$ cat src/rtl/traffic_light_if.sv
// Traffic-light code bus between a controller (master) and a monitor (slave).
interface traffic_light_if #(
   parameter int CNT_W = 8
);
   logic [1:0]       light;
   logic             err_clear;
   logic             lamp_red;
   logic             lamp_green;
   logic             lamp_yellow;
   logic             in_sync;
   logic             phase_done;
   logic             fault;
   logic [1:0]       err_code;
   logic [CNT_W-1:0] cycle_count;

   modport master (
      output light, err_clear,
      input  lamp_red, lamp_green, lamp_yellow, in_sync, phase_done, fault, err_code, cycle_count
   );

   modport slave (
      input  light, err_clear,
      output lamp_red, lamp_green, lamp_yellow, in_sync, phase_done, fault, err_code, cycle_count
   );
endinterface

$ cat src/rtl/traffic_light_monitor.sv
// Traffic-light bus monitor: lamp decode, R->G->Y->R order and dwell checking,
// completed-cycle counter and a sticky fault that forces red-only lamps.
module traffic_light_monitor #(
   parameter int DWELL = 4,
   parameter int RUN_W = 4,
   parameter int CNT_W = 8
) (
   input  logic           clk,
   input  logic           reset,
   traffic_light_if.slave bus
);

   typedef enum logic [1:0] {
      ST_UNSYNC = 2'd0,
      ST_TRACK  = 2'd1,
      ST_FAULT  = 2'd2
   } state_t;

   localparam logic [1:0]       CODE_RED     = 2'd0;
   localparam logic [1:0]       CODE_GREEN   = 2'd1;
   localparam logic [1:0]       CODE_YELLOW  = 2'd2;
   localparam logic [1:0]       CODE_ILLEGAL = 2'd3;
   localparam logic [1:0]       ERR_NONE     = 2'd0;
   localparam logic [1:0]       ERR_ILLEGAL  = 2'd1;
   localparam logic [1:0]       ERR_ORDER    = 2'd2;
   localparam logic [1:0]       ERR_DWELL    = 2'd3;
   localparam logic [RUN_W-1:0] RUN_MAX      = {RUN_W{1'b1}};
   localparam logic [RUN_W-1:0] RUN_ONE      = RUN_W'(1);
   localparam logic [RUN_W-1:0] DWELL_RUN    = RUN_W'(DWELL);
   localparam logic [CNT_W-1:0] CNT_ONE      = CNT_W'(1);

   // {red, green, yellow}; the illegal code lights nothing
   function automatic logic [2:0] decode_lamps(input logic [1:0] code);
      logic [2:0] lamps;
      case (code)
         CODE_RED:    lamps = 3'b100;
         CODE_GREEN:  lamps = 3'b010;
         CODE_YELLOW: lamps = 3'b001;
         default:     lamps = 3'b000;
      endcase
      return lamps;
   endfunction

   function automatic logic legal_step(input logic [1:0] prev, input logic [1:0] cur);
      logic ok;
      case ({prev, cur})
         {CODE_RED, CODE_GREEN},
         {CODE_GREEN, CODE_YELLOW},
         {CODE_YELLOW, CODE_RED}: ok = 1'b1;
         default:                 ok = 1'b0;
      endcase
      return ok;
   endfunction

   state_t           state_r;
   state_t           state_nxt_s;
   logic [1:0]       prev_code_r;
   logic [1:0]       prev_code_nxt_s;
   logic [RUN_W-1:0] run_len_r;
   logic [RUN_W-1:0] run_len_nxt_s;
   logic [1:0]       err_code_r;
   logic [1:0]       err_code_nxt_s;
   logic             change_s;
   logic             phase_done_nxt_s;
   logic             count_inc_s;
   logic [2:0]       lamps_r;
   logic             in_sync_r;
   logic             phase_done_r;
   logic             fault_r;
   logic [CNT_W-1:0] cycle_count_r;

   assign change_s = (bus.light != prev_code_r);

   // Next-state, error code, phase pulse and run-length computation
   always_comb begin
      state_nxt_s      = state_r;
      err_code_nxt_s   = err_code_r;
      prev_code_nxt_s  = bus.light;
      phase_done_nxt_s = 1'b0;
      count_inc_s      = 1'b0;
      if (change_s) begin
         run_len_nxt_s = RUN_ONE;
      end else if (run_len_r == RUN_MAX) begin
         run_len_nxt_s = run_len_r;
      end else begin
         run_len_nxt_s = run_len_r + RUN_ONE;
      end
      case (state_r)
         ST_UNSYNC: begin
            if ((bus.light == CODE_RED) && change_s) begin
               state_nxt_s = ST_TRACK;
            end else begin
               state_nxt_s = ST_UNSYNC;
            end
         end
         // checks use the run length before this sample updates it
         ST_TRACK: begin
            if (bus.light == CODE_ILLEGAL) begin
               state_nxt_s    = ST_FAULT;
               err_code_nxt_s = ERR_ILLEGAL;
            end else if (change_s && !legal_step(prev_code_r, bus.light)) begin
               state_nxt_s    = ST_FAULT;
               err_code_nxt_s = ERR_ORDER;
            end else if (change_s && (run_len_r != DWELL_RUN)) begin
               state_nxt_s    = ST_FAULT;
               err_code_nxt_s = ERR_DWELL;
            end else if (!change_s && (run_len_r == DWELL_RUN)) begin
               state_nxt_s    = ST_FAULT;
               err_code_nxt_s = ERR_DWELL;
            end else if (change_s) begin
               phase_done_nxt_s = 1'b1;
               count_inc_s      = (prev_code_r == CODE_YELLOW);
            end else begin
               state_nxt_s = ST_TRACK;
            end
         end
         ST_FAULT: begin
            if (bus.err_clear) begin
               state_nxt_s     = ST_UNSYNC;
               err_code_nxt_s  = ERR_NONE;
               prev_code_nxt_s = CODE_ILLEGAL;
            end else begin
               state_nxt_s = ST_FAULT;
            end
         end
         default: begin
            state_nxt_s    = ST_UNSYNC;
            err_code_nxt_s = ERR_NONE;
         end
      endcase
   end

   // State, history and registered outputs
   always_ff @(posedge clk) begin
      if (reset) begin
         state_r       <= ST_UNSYNC;
         prev_code_r   <= CODE_ILLEGAL;
         run_len_r     <= {RUN_W{1'b0}};
         err_code_r    <= ERR_NONE;
         lamps_r       <= 3'b000;
         in_sync_r     <= 1'b0;
         phase_done_r  <= 1'b0;
         fault_r       <= 1'b0;
         cycle_count_r <= {CNT_W{1'b0}};
      end else begin
         state_r      <= state_nxt_s;
         prev_code_r  <= prev_code_nxt_s;
         run_len_r    <= run_len_nxt_s;
         err_code_r   <= err_code_nxt_s;
         in_sync_r    <= (state_nxt_s == ST_TRACK);
         phase_done_r <= phase_done_nxt_s;
         fault_r      <= (state_nxt_s == ST_FAULT);
         if (state_nxt_s == ST_FAULT) begin
            lamps_r <= 3'b100;
         end else begin
            lamps_r <= decode_lamps(bus.light);
         end
         if (count_inc_s) begin
            cycle_count_r <= cycle_count_r + CNT_ONE;
         end else begin
            cycle_count_r <= cycle_count_r;
         end
      end
   end

   assign bus.lamp_red    = lamps_r[2];
   assign bus.lamp_green  = lamps_r[1];
   assign bus.lamp_yellow = lamps_r[0];
   assign bus.in_sync     = in_sync_r;
   assign bus.phase_done  = phase_done_r;
   assign bus.fault       = fault_r;
   assign bus.err_code    = err_code_r;
   assign bus.cycle_count = cycle_count_r;

endmodule

$ cat src/flat_wrapper.sv
// flat-port wrapper written by rule: the top's interface ports become plain ports
module traffic_light_monitor_flat 
#(
   parameter int DWELL = 4,
   parameter int RUN_W = 4,
   parameter int CNT_W = 8
)
  (clk, reset, bus_light, bus_err_clear, bus_lamp_red, bus_lamp_green, bus_lamp_yellow, bus_in_sync, bus_phase_done, bus_fault, bus_err_code, bus_cycle_count);
  traffic_light_if #(.CNT_W(CNT_W)) bus_i ();
  input  logic clk;
  input  logic reset;
  input wire logic [$bits(bus_i.light)-1:0] bus_light;
  input wire logic [$bits(bus_i.err_clear)-1:0] bus_err_clear;
  output wire logic [$bits(bus_i.lamp_red)-1:0] bus_lamp_red;
  output wire logic [$bits(bus_i.lamp_green)-1:0] bus_lamp_green;
  output wire logic [$bits(bus_i.lamp_yellow)-1:0] bus_lamp_yellow;
  output wire logic [$bits(bus_i.in_sync)-1:0] bus_in_sync;
  output wire logic [$bits(bus_i.phase_done)-1:0] bus_phase_done;
  output wire logic [$bits(bus_i.fault)-1:0] bus_fault;
  output wire logic [$bits(bus_i.err_code)-1:0] bus_err_code;
  output wire logic [$bits(bus_i.cycle_count)-1:0] bus_cycle_count;
  assign bus_i.light = bus_light;
  assign bus_i.err_clear = bus_err_clear;
  assign bus_lamp_red = bus_i.lamp_red;
  assign bus_lamp_green = bus_i.lamp_green;
  assign bus_lamp_yellow = bus_i.lamp_yellow;
  assign bus_in_sync = bus_i.in_sync;
  assign bus_phase_done = bus_i.phase_done;
  assign bus_fault = bus_i.fault;
  assign bus_err_code = bus_i.err_code;
  assign bus_cycle_count = bus_i.cycle_count;
  traffic_light_monitor #(.DWELL(DWELL), .RUN_W(RUN_W), .CNT_W(CNT_W)) u_core (.clk(clk), .reset(reset), .bus(bus_i));
endmodule
$ cat config.mk
export PLATFORM = sky130hd
export DESIGN_NAME = traffic_light_monitor_flat
export DESIGN_NICKNAME = d
export VERILOG_FILES = /design/src/rtl/traffic_light_if.sv /design/src/rtl/traffic_light_monitor.sv /design/src/flat_wrapper.sv
export SDC_FILE = /design/constraint.sdc
export NUM_CORES = 1
export LEC_CHECK = 0
export CAP_MARGIN = 25
export CORE_UTILIZATION = 35
export DETAILED_ROUTE_END_ITERATION = 7
export GPL_TIMING_DRIVEN = 0
export HOLD_SLACK_MARGIN = 0.02
export PLACE_DENSITY = 0.59
export SETUP_SLACK_MARGIN = 0.2
export SYNTH_ARGS = -nofsm -noshare
export SYNTH_HDL_FRONTEND = slang
export SYNTH_SLANG_ARGS = --single-unit
$ cat constraint.sdc
create_clock -name clk -period 2.3 [get_ports clk]
set_input_delay 0.23 -clock clk [delete_from_list [all_inputs] [get_ports clk]]
set_output_delay 0.23 -clock clk [all_outputs]
set_load 0.05 [all_outputs]
After elaboration in Yosys (flattened, before gate mapping)
Index checks and enable logic that the tools add are counted.

word-level totals
  register bits = 24
  latch bits = 0
  RAM bits = 0
  memory bits (read-only) = 0
  input port bits = 5
  output and inout bits = 16
  logic and storage cells = 76
  memories kept = 0

cells by class
  add/subtract/negate cells = 2
  multipliers = 0
  div/mod/pow operators = 0
  $lt $le $gt $ge = 0
  eq/ne operators = 18
  shift-type cells = 0
  mux-type cells = 30
  bitwise gates (word level) = 2
  reductions and logical operators = 13

operators with widths
  cell                   number
  $mux W2                13
  $mux W1                13
  $pmux W2 S3            2
  $eq A2 B2 Y1 const B   5
  $pmux W3 S3            1
  $add A8 B1 Y8 const B  1
  $eq A4 B3 Y1 const B   2
  $eq A4 B4 Y1 const B   2
  $eq A2 B1 Y1 const B   3
  $reduce_or A6 Y1       1
  $ne A5 B1 Y1 const B   1
  $add A4 B1 Y4 const B  1
  $eq A4 B1 Y1 const B   1
  $logic_and A1 B1 Y1    4
  $logic_not A2 Y1       2
  $ne A4 B3 Y1 const B   1
  $reduce_or A2 Y1       2
  $mux W3                1
  $reduce_and A3 Y1      1
  $reduce_or A3 Y1       1
  $logic_not A1 Y1       2
  $ne A2 B1 Y1 const B   1
  $ne A2 B2 Y1           1
  $ne A2 B2 Y1 const B   1
  $not A1 Y1             2

Depth between registers and ports, before layout
Gate-level depths: netlist (run 1).

  depth after elaboration = 12
  gate-level depth with buffers = 11
  mapped depth without buffers = 10

Least setup slack after synthesis (run 1)
No wires, ideal clock.

  path kind = in2reg
  from = in bus_light[1]
  to = reg u_core.cycle_count_r[4], in the netlist u_core.bus.cycle_count[4]
  setup time = 0.129 ns
  arrival time = 1.798 ns
  data required time = 2.171 ns
  path slack = 0.373 ns
  stages on the path = 11
  path buffers = 2
  cell sequence = buf_4 -> xor2_1 -> nor2_1 -> inv_2 -> ha_1 -> nor2_1 -> and4_1 -> buf_2 -> nand4_1 -> xor2_1 -> nor2_1

between the ends
  elaborated cells between the ends (all ways) = 20
  those cells by class = 5 x eq/ne; 9 x mux; 6 x reduce/logical

RTL lines
  element                    RTL line                      text
  start: declaration         flat_wrapper.sv:12            input wire logic [$bits(bus_i.light)-1:0] bus_light;
  $ne A2 B2 Y1 *             traffic_light_monitor.sv:72   assign change_s = (bus.light != prev_code_r);
  named net u_core.change_s  traffic_light_monitor.sv:63   logic change_s;
  $logic_not A1 Y1           traffic_light_monitor.sv:107  end else if (!change_s && (run_len_r == DWELL_RUN)) begin
  $logic_and A1 B1 Y1        traffic_light_monitor.sv:107
  $mux W1                    traffic_light_monitor.sv:107
  $mux W1                    traffic_light_monitor.sv:104  end else if (change_s && (run_len_r != DWELL_RUN)) begin
  $mux W1 *                  traffic_light_monitor.sv:101  end else if (change_s && !legal_step(prev_code_r, bus.light)) begin
  $mux W1 *                  traffic_light_monitor.sv:98   if (bus.light == CODE_ILLEGAL) begin
  $mux W1 *                  traffic_light_monitor.sv:88   case (state_r)
  end signal: assignment     traffic_light_monitor.sv:144  cycle_count_r <= {CNT_W{1'b0}};
  end signal: assignment     traffic_light_monitor.sv:159  cycle_count_r <= cycle_count_r + CNT_ONE;
  end signal: assignment     traffic_light_monitor.sv:161  cycle_count_r <= cycle_count_r;
  end: declaration           traffic_light_monitor.sv:70   logic [CNT_W-1:0] cycle_count_r;

The timed path passes the listed nets; every way through them passes the cells marked *. The select of a mux whose other input is x is not followed.
A chain may end at the register's enable or synchronous reset.

Worst setup path in the final report (run 1)
  from = reg u_core.prev_code_r[1]
  to = reg u_core.cycle_count_r[4], in the netlist u_core.bus.cycle_count[4]

between the ends
  elaborated cells between the ends (all ways) = 20
  those cells by class = 5 x eq/ne; 9 x mux; 6 x reduce/logical

RTL lines
  element                    RTL line                      text
  start: declaration         traffic_light_monitor.sv:57   logic [1:0] prev_code_r;
  start signal: assignment   traffic_light_monitor.sv:147  prev_code_r <= prev_code_nxt_s;
  $ne A2 B2 Y1 *             traffic_light_monitor.sv:72
  named net u_core.change_s  traffic_light_monitor.sv:63
  $logic_not A1 Y1           traffic_light_monitor.sv:107
  $logic_and A1 B1 Y1        traffic_light_monitor.sv:107
  $mux W1                    traffic_light_monitor.sv:107
  $mux W1                    traffic_light_monitor.sv:104
  $mux W1 *                  traffic_light_monitor.sv:101
  $mux W1 *                  traffic_light_monitor.sv:98
  $mux W1 *                  traffic_light_monitor.sv:88

Marked as above.

==> metrics.txt, run 1 <==
status=finished, final reports clean; Synth Net Count=150; Slew headroom=between 60% and 70%; Power Density=between 500 and 600 mW/mm2; layout cells sized above 1=between 10% and 20%; largest net degree at the start of global routing=15; fin nets=about 180; layer with the highest usage=met2; vias in the first global route=roughly 940; Routed Antenna Nets=0; die area=~0.0037 mm2; # IOs=21; Cells after Synth=140; synthesized flop and latch total=24; met3 usage in global routing=between 4 and 5%; Cell variety after synth=40; Post-synth EDFFs=0; worst skew pair latency=between 0.3 and 0.4 ns; register area share after synthesis=between 30% and 40%; GRT overflow=0; worst hold slack=between 0.09 and 0.1 ns; Worst Path Required=roughly 2.5 ns; ant diodes=0; Final Hold Vio Count=0; Starting Density=a little under two fifths; fin crit share=83.3%; Residual DRC=0; RSZ-0062 raised after global routing=false; Synth area leaders=dfxtp_1, nor2_1, ha_1; CTS clock-pin slew for the worst setup and hold paths=0.14 ns; Period minus WS final=between 1.5 and 2 ns; worst min-delay path class=input port to register; first-iteration detailed-routing DRC count=30; Fmax=0.522 GHz; first-pass GRT wire length=4150 um; critical path data arrival time=between 2 and 2.5 ns; Port Buffer Count=19; core area=between 0.003 and 0.004 mm2; fin util=49.2%; row cnt=20; DP Area=0.00146 mm2; leakage power=between 0.6 and 0.7 nW; Worst setup EP type=register; Die X=approximately 60 um; Ys Warns=0; Cell Area, Synth=0.00121 mm2; TNS Setup=0 ns; ys async rst share=0%; TritonCTS buffer count=3; Worst VDD drop=between 0.4 and 0.5 mV; worst slew pin tran=about 0.5 ns; Detailed Route WL=~2500 um; average vias per placed instance=a little under 5; M1 GR Usage=18.3%; share of the synthesized area in the top cell type=39.7%; GRT Total Usage=14.8%; DP HPWL=about 1800 um; height of the die=~60 um; post-route cell area=between 0.0015 and 0.002 mm2; area grow syn2layout=29.1%; htree depth=1; PnR worst setup slack=0.383 ns; Primary FF master, synth=dfxtp_1; critical path class=register to register; Startpoint Class=register; Max Cap Viol=0; root buffer cell=clkbuf_4; wire per inst=between 10 and 15 um; Bufs on Longest Clock Path=2; Yosys top cell by area=dfxtp_1; TritonCTS clock tree=done; DP Worst Slack=-0.330 ns; CP Max Fanout=8; GR Util met2=26.5%; Final Setup Violations=0; via count=between 1000 and 1500; Sink Count=24; Slew Viols, Final=0; Pre-antenna DRT Iters=3; initial antenna violation count=0; GPL Wtd Cong=0.870; cts hold-fix bufs=0; Worst Clk Skew=around 0.0024 ns; Mean Syn Cell Area=between 8 and 9 um2
-- final timing paths --
path / from / endpoint / slack [ns] / cells past startpoint
max: u_core.prev_code_r[1]$_SDFF_PP1_ / u_core.bus.cycle_count[4]$_SDFFE_PP0P_ / 0.38 / 10
min reg2reg: u_core.bus.err_code[1]$_SDFFE_PP0P_ / u_core.bus.err_code[1]$_SDFFE_PP0P_ / 0.46 / 2
min: reset / u_core.run_len_r[0]$_SDFFE_PP0P_ / 0.1 / 2
max reg2reg: u_core.prev_code_r[1]$_SDFF_PP1_ / u_core.bus.cycle_count[4]$_SDFFE_PP0P_ / 0.38 / 10
-- through the flow --
step | total power, mW | instances
detailed placement | 0.570 | 203
global route | 0.915 | 208
CTS | 0.886 | 208
global placement | 0.567 | 203
finish | 0.880 | 208
floorplan | 0.535 | 140
-- metal layers --
layer	part of all wire (%)	vias to the layer above
met4	0.69	0
met2	48	17
met5	0	-
met1	48	485
li1	-	524
met3	3.3	2
-- layout make-up --
class	count	area, um2
buffer	6	50.0
inverter	8	30.0
timing repair buffer	20	203
sequential	24	484
fill	325	1610
clock buffer	3	22.5
tap	44	55.1
clock inverter	1	30.0
multi-input combinational	102	689
-- registers in the layout (all words and copies together), names as in the netlist --
name	cells
u_core.bus.cycle_count	8
u_core.bus.err_code	2
u_core.bus.fault	1
u_core.bus.in_sync	1
u_core.bus.phase_done	1
u_core.lamps_r	3
u_core.prev_code_r	2
u_core.run_len_r	4
u_core.state_r	2
-- worst max-delay path, cell delays in order, from the launching register on --
cell	delay, ns
dfxtp_2	0.39
xor2_1	0.17
nor2_2	0.17
inv_2	0.05
ha_2	0.23
nor2_4	0.14
and4_1	0.19
buf_2	0.15
nand4_1	0.12
xor2_1	0.15
nor2_1	0.05
-- cells in the final DEF (no fill, tap or decap), drive strengths merged --
cell	instances
a211oi	3
a32o	1
a21oi	10
nor3b	1
or2b	1
ha	5
or2	1
clkdlybuf4s50	17
xor2	5
a31oi	1
and4	1
nand2b	1
bufinv	1
nor3	7
mux2i	1
inv	8
clkbuf	4
dfxtp	24
nand2	10
o21ai	10
o22ai	1
nand3b	1
nor2	20
nand3	4
or3	2
nor2b	1
a21o	1
o32a	1
dlymetal6s2s	2
and3	4
xnor2	4
and3b	1
and2b	1
nand4	3
buf	6
-- cells in the mapped netlist (all sizes together), types with 2 or more instances --
| cell type | n |
|---|---|
| dfxtp | 24 |
| nor2 | 20 |
| a21oi | 10 |
| nand2 | 10 |
| o21ai | 10 |
| inv | 8 |
| nor3 | 7 |
| buf | 5 |
| ha | 5 |
| xor2 | 5 |
| and3 | 4 |
| nand3 | 4 |
| xnor2 | 4 |
| a211oi | 3 |
| nand4 | 3 |
| or3 | 2 |
-- power by group --
| part | internal (mW) | total (mW) | switching [mW] | leakage, nW |
|---|---|---|---|---|
| sequential | 0.428 | 0.440 | 0.0116 | 0.195 |
| clock | 0.176 | 0.308 | 0.132 | 0.0279 |
| combinational | 0.0544 | 0.132 | 0.0777 | 0.389 |
-- repair_timing --
action	in CTS	in global routing
cloned	0	0
buffers inserted	1	0
endpoints found under the setup margin	8	7
resized for setup	8	6
pin swaps	3	1
-- cells by family after synthesis --
group                    Yosys count  synth area share [%]
adder cells (fa/ha/maj)            5                  5.17
flip-flops                        24                  39.7
AND/OR/NAND/NOR                   59                  26.3
buffers and inverters             14                  5.99
XOR/XNOR                           9                  6.51
AO/OA/AOI/OAI                     28                  15.5
multiplexers                       1                 0.826
No activity file was read; power rests on OpenSTA's default activity.
==> run 2: changes to the inputs <==
PLACE_DENSITY = 0.61   (was 0.59)
clock period = 1.6 ns   (was 2.3 ns; I/O delays follow)
==> run 2 against run 1 <==
  * The flow now finishes with violations (setup timing)
  * Critical path depth shrank 1
  * First-iteration DRC count grew 6.7%
  * Core utilization grew 6.7 points
  * Clock power grew 43%
  * Final cell count grew 5.8%
  * Routed wire length grew 9.4%
  * Flip-flop and latch count is the same
  * Clock-buffer cell count is the same
  * Total power grew 49%
  * Design area grew 14%
  * Worst setup slack lost 0.54 ns
  * Hold slack gained 0.33 ns
==> metrics.txt, run 2 (synthesis results as in run 1) <==
status=complete, but fails checks; failing checks=setup timing; Power Density=between 700 and 800 mW/mm2; Detailed Route WL=around 2700 um; Pre-antenna DRT Iters=4; Sink Count=24; worst slew pin tran=approximately 0.49 ns; TNS Setup=-1.77 ns; Worst Path Buf+Inv=3; die area=approximately 0.0037 mm2; Residual DRC=0; GRT Total Usage=roughly 16%; initial antenna violation count=0; critical path class=register to register; layout cells sized above 1=between 30% and 40%; ant diodes=0; Period minus WS final=1.76 ns; PnR worst setup slack=-0.160 ns; wire per inst=12.2 um; Worst Path Required=between 1.5 and 2 ns; htree depth=1; Bufs on Longest Clock Path=2; GPL Wtd Cong=0.912; TritonCTS clock tree=done; vias in the first global route=about 1000; Worst path top cell family by delay=compound AO/OA/AOI/OAI gates; DP Worst Slack=-0.778 ns; Max Cap Viol=0; CP Cell Sequence=xor2_2 > nor2_2 > inv_2 > ha_4 > buf_4 > buf_6 > a211oi_4 > o32a_4 > and3_1; fin util=a little under three fifths; via count=1097; Starting Density=38.1%; area grow syn2layout=46.7%; row cnt=20; post-route cell area=0.00178 mm2; DP HPWL=between 1500 and 2000 um; fill count=around 290; Slew Viols, Final=0; Fmax=about 0.57 GHz; fin nets=roughly 190; FF+latch area=between 400 and 500 um2; leakage power=roughly 0.76 nW; CP peak stage delay=0.38 ns; first-pass GRT wire length=about 4500 um; largest net degree at the start of global routing=15; first-iteration detailed-routing DRC count=32; root buffer cell=clkbuf_4; Multi-input gate area=816 um2; worst skew pair latency=~0.32 ns; commonest non-fill, non-tap cell in the layout=dfxtp_1; critical path data arrival time=2.03 ns; Worst Clk Skew=about 0.0011 ns; RSZ-0062 raised after global routing=true; TritonCTS buffer count=3; CP max-delay cell=dfxtp_4; height of the die=60.8 um; Final Hold Vio Count=0; Die X=~61 um; GRT overflow=0; average vias per placed instance=approximately 5.0; Worst setup EP type=register; max reg flops=8; Routed Antenna Nets=0; most frequent cells in the layout=dfxtp_1, nor2_1, buf_4, nand2_1, dlygate4sd2_1; CP Max Fanout=5; Final Setup Violations=16; Port Buffer Count=19; DP Area=between 0.0015 and 0.002 mm2; Startpoint Class=register; CTS clock-pin slew for the worst setup and hold paths=0.13 ns; worst min-delay path class=input port to register; fin crit share=110%; worst hold slack=between 0.4 and 0.5 ns; core area=0.00318 mm2; Slew headroom=around two thirds; Worst VDD drop=between 0.4 and 0.5 mV; # IOs=21
-- run 2: final timing paths --
kind                                       start                             endpoint  slack [ns]  cells after the start
max             u_core.prev_code_r[1]$_SDFF_PP1_         u_core.lamps_r[0]$_SDFF_PP0_       -0.16                      9
min                                 bus_light[1]     u_core.prev_code_r[1]$_SDFF_PP1_        0.43                      4
max reg2reg     u_core.prev_code_r[1]$_SDFF_PP1_         u_core.lamps_r[0]$_SDFF_PP0_       -0.16                      9
min reg2reg  u_core.bus.err_code[1]$_SDFFE_PP0P_  u_core.bus.err_code[1]$_SDFFE_PP0P_        0.46                      2
-- run 2: power by group --
part	switching (mW)	total (mW)	internal, mW
Clock	0.186	0.439	0.253
Combinational	0.141	0.251	0.109
Sequential	0.0113	0.625	0.613
-- run 2: area by class of cell --
class	count	area share, %
buffer	6	3.17
clock buffer	3	1.27
clock inverter	1	1.69
inverter	8	1.69
multi-input combinational	102	45.9
sequential	24	27.7
tap	44	3.10
timing repair buffer	32	15.4
-- run 2: timing repair --
item | in CTS | in global routing
hold buffers | 1 | 0
buffers inserted | 10 | 2
endpoints found under the hold margin | 1 | 0
pin swaps | 7 | 4
setup endpoints to repair | 33 | 23
resized for setup | 49 | 14
-- run 2: worst reg2reg max path: stages (launching register included) --
cell and delay (ns):
dfxtp_4 0.38, xor2_2 0.15, nor2_2 0.14, inv_2 0.07, ha_4 0.18, buf_4 0.13, buf_6 0.12, a211oi_4 0.20
o32a_4 0.22, and3_1 0.14
-- run 2: routing by layer --
metal / vias up / GRT usage [%] / routed length [um]
met5: - / 0 / 0
li1: 547 / - / -
met1: 524 / 20.1 / 1240
met4: 0 / 4.87 / 27
met2: 24 / 28.7 / 1330
met3: 2 / 2.13 / 89
-- run 2: stage by stage --
step	instances	power, mW
6_report	220	1.31
4_1_cts	218	1.31
3_5_place_dp	203	0.832
5_1_grt	220	1.38
2_1_floorplan	140	0.781
3_3_place_gp	203	0.828
